**config.mk**
```make
export PLATFORM = sky130hd
export DESIGN_NAME = seg7_die
export DESIGN_NICKNAME = d
export VERILOG_FILES = /design/src/rtl/new_test_pkg.sv /design/src/rtl/seg7_die.sv
export SDC_FILE = /design/constraint.sdc
export NUM_CORES = 1
export LEC_CHECK = 0
export ABC_AREA = 1
export CAP_MARGIN = 20
export CORE_AREA = 2 2 39 41
export DETAILED_ROUTE_END_ITERATION = 8
export DIE_AREA = 0 0 41 43
export GPL_ROUTABILITY_DRIVEN = 0
export PLACE_DENSITY = 0.3
export SKIP_LAST_GASP = 1
export SLEW_MARGIN = 20
export SYNTH_ARGS = -nofsm -noshare
export SYNTH_HDL_FRONTEND = slang
export SYNTH_SLANG_ARGS = --single-unit
```
**constraint.sdc**
```tcl
create_clock -name vclk -period 0.8
set_input_delay 0.16 -clock vclk [all_inputs]
set_output_delay 0.16 -clock vclk [all_outputs]
set_load 0.02 [all_outputs]
```
**src/rtl/new_test_pkg.sv**
```systemverilog
// Shared die type, face limits and seven-segment patterns for the dice roller.
package new_test_pkg;

  typedef logic [2:0] die_t;

  localparam die_t DIE_MIN = 3'd1;
  localparam die_t DIE_MAX = 3'd6;

  // Segment order is {A,B,C,D,E,F,G}, active-high.
  localparam logic [6:0] SEG_1   = 7'b0110000;
  localparam logic [6:0] SEG_2   = 7'b1101101;
  localparam logic [6:0] SEG_3   = 7'b1111001;
  localparam logic [6:0] SEG_4   = 7'b0110011;
  localparam logic [6:0] SEG_5   = 7'b1011011;
  localparam logic [6:0] SEG_6   = 7'b1011111;
  localparam logic [6:0] SEG_ERR = 7'b0000001;

  // Out-of-range faces snap back to DIE_MIN so an upset self-heals.
  function automatic die_t die_next(input die_t d);
    if (d >= DIE_MAX || d < DIE_MIN) return DIE_MIN;
    return d + 3'd1;
  endfunction

endpackage

```
**src/rtl/seg7_die.sv**
```systemverilog
// Combinational die-face to seven-segment decode; illegal faces show segment G only.
module seg7_die
  import new_test_pkg::*;
(
  input  die_t       die,
  output logic [6:0] seg
);

  always_comb begin
    seg = SEG_ERR;
    case (die)
      3'd1: seg = SEG_1;
      3'd2: seg = SEG_2;
      3'd3: seg = SEG_3;
      3'd4: seg = SEG_4;
      3'd5: seg = SEG_5;
      3'd6: seg = SEG_6;
      default: seg = SEG_ERR;
    endcase
  end

endmodule

```
## After elaboration in Yosys (flattened, before gate mapping)

Index checks and enable logic that the tools add are counted.

| word-level totals | value |
|---|---|
| register bits | 0 |
| output and inout port bits | 7 |

| cells by class | value |
|---|---|
| equal/unequal tests | 6 |
| mux-type cells | 1 |

Operator list:

| kind | number |
|---|---|
| $pmux 7 s6 | 1 |
| $eq 3x3->1 const B | 3 |
| $eq 3x2->1 const B | 2 |
| $eq 3x1->1 const B | 1 |

## Depth between registers and ports, before layout

| logic depth | value |
|---|---|
| word-level depth | 2 |
| depth in mapped cells | 6 |

## Least setup slack after synthesis

OpenSTA, ideal clock, no wires.

| timing | value |
|---|---|
| path kind | input port to output port |
| start point | input port die[1] |
| end point | output port seg[6] |
| arrival time | 0.847 ns |
| data required time | 0.640 ns |
| path slack | -0.207 ns |
| cell stages on the path | 5 |
| cells stage by stage | inv_1 -> nor2_2 -> inv_1 -> nand2_1 -> buf_4 |

| on the way | value |
|---|---|
| word-level cells in the longest chain between the ends | 2 |
| elaborated cells between the ends (all ways) | 7 |
| classes of those cells | eq/ne: 6; mux: 1 |

RTL lines:

| item | RTL line | source |
|---|---|---|
| start, declared | seg7_die.sv:5 | `input die_t die,` |
| $eq 3x3->1, or another cell as far along | seg7_die.sv:11 | `case (die)` |
| $pmux 7 s6 * | seg7_die.sv:11 |  |
| end, declared | seg7_die.sv:6 | `output logic [6:0] seg` |

Mark *: on every way between the ends. The rest lies on a longest branch, timed or not.

## Final worst setup path

| timing | value |
|---|---|
| start point | input port die[1] |
| end point | output port seg[3] |

Same word-level chain as after synthesis.

==> results.py <==
metrics = {
    "timing": {
        "worst_slack_ns": -0.0488,
        "drv_slew": 0,
        "period_needed_ns": 0.849,
        "finalSetupViolations": 4,
        "rsz0062_at_grt": "yes",
        "clock.fmax_ghz": 1.18,
        "period_share_pct": 106,
        "max_slew_margin_pct": 92.9,
        "tightest_slew_ns": 0.106,
        "fin_setup_tns_ns": -0.152,
        "hold_viol": 0,
        "holdWs_ns": 0.603,
    },
    "floorplanning": {
        "die_h_um": 43,
        "die_w_um": 41,
        "die-area_um2": 1760,
        "start_util_pct": 5.79,
        "core.rowCount": 14,
        "coreArea_um2": 1380,
        "ios": 10,
    },
    "worst_setup_path": {
        "crit_required_ns": 0.64,
        "endpoint_kind": "output pin",
        "worstSetupPathType": "in2out",
        "cp_max_fo": 3,
        "crit_arrival_ns": 0.69,
        "startpoint_type": "primary input",
    },
    "yosys": {
        "yosysWarningCount": 0,
        "syn_inst": 19,
        "yosysSeqAreaShare_pct": 0,
        "synth_nets": 22,
        "synth_top_area_share_pct": 42.2,
        "yosysUniqueCellTypes": 7,
        "synth_area_um2": 80.1,
        "yosys-top-cells-area": "nand2_1, inv_1, buf_4",
        "yosysTopAreaCell": "nand2_1",
        "synth.avg_cell_area_um2": 4.21,
    },
    "detailed_routing": {
        "drc_errors": 0,
        "ant_nets": 0,
        "drtPass1Iterations": 2,
        "dr.first_iter.drc_count": 1,
        "wl_per_cell_um": 6.67,
        "num_vias": 140,
        "wl_um": 300,
        "viasPerCell": 3.11,
    },
    "cells_and_area": {
        "drive_above_1_share_pct": 79.3,
        "final_nets": 34,
        "diodes": 0,
        "clkbuf_count": 0,
        "area_growth_pct": 214,
        "seq_area_um2": 0,
        "finish.utilization_pct": 18.2,
        "seq_cells": 0,
    },
    "grt": {
        "antenna_found_initial": 0,
        "use_met3_pct": 0,
        "grt_pass1_wl_um": 379,
        "globalRouteMet1Util_pct": 4.43,
        "grt_max_degree": 7,
        "busiest_layer": "met1",
        "grt_use_met2_pct": 4.38,
        "grt_pass1_vias": 100,
        "grt.total_usage_pct": 2.80,
        "overflow": 0,
    },
    "clock_network": {
        "cts_hold_buffers": 0,
    },
    "power": {
        "ir_drop_mv": 0.149,
        "p_per_area_nw_per_um2": 703,
        "p_leak_nw": 0.126,
        "total_power_uw": 177,
    },
    "outcome": {
        "status": "finished with violations",
        "violations": "setup timing",
    },
    "placed_design": {
        "io_buffers": 10,
        "pre_cts_slack_ns": -1.01,
    },
    "worst_hold_path": {
        "hold_class": "in2out",
    },
    "run": {
        "cap_viol_max_count": 0,
    },
}
Yosys cell counts:
cell type,count
o21ai_0,1
buf_4,1
nor2_1,1
nand3_1,1
inv_1,5
nor2_2,1
nand2_1,9
per-layer routing:
metal  wire (µm)  vias up
li1            -       75
met2         167        6
met3          29        0
met5           0        -
met4           0        0
met1         103       59
metrics by stage:
stage | cell area [µm²] | instances
3_5_place_dp | 205 | 44
2_1_floorplan | 96.3 | 19
6_report | 251 | 45
5_1_grt | 251 | 45
3_3_place_gp | 205 | 44
4_1_cts | 215 | 45
where the power goes:
part / total (mW) / internal (mW) / switching [mW]
registers: 0 / 0 / 0
clock network: 0 / 0 / 0
logic: 0.177 / 0.0847 / 0.0921
total: 0.177 / 0.0847 / 0.0921
worst paths after layout:
check   start  endpoint  slack [ns]  cells past startpoint
max    die[1]    seg[3]       -0.05                      7
min    die[0]    seg[2]        0.60                      3
cells in the final DEF, fill, tap and decap left out:
cell type,count
nand2_4,1
nand2_2,5
inv_1,2
o21ai_2,1
buf_2,2
nand3_1,1
buf_8,2
inv_2,1
nor2_4,2
inv_6,1
nand2_1,3
buf_6,6
buf_4,1
inv_4,1
cells by family (layout without fill, tap and decap cells):
group                  Yosys count  in the layout  synth area share [%]
buffers and inverters            6             16                  32.8
and+or+nand+nor                 12             12                  60.9
AOI/OAI and AO/OA                1              1                  6.24
repair_timing:
item | CTS | global route
gates resized for setup | 58 | 12
buffers inserted | 1 | 0
pin swaps | 4 | 5
setup endpoints to repair | 7 | 5
worst max-delay path, stage by stage:
cell	delay (ns)
buf_8	0.11
inv_6	0.05
nand2_2	0.05
nand2_2	0.08
nand2_2	0.06
nand2_4	0.06
buf_6	0.11
final cells by class:
class	instances	area, µm²
fill	159	1130
inverter	5	26.3
tap	16	20.0
multi-input combinational	13	90.1
timing repair buffer	11	115
Note: power is estimated with default switching activity, not from simulation.
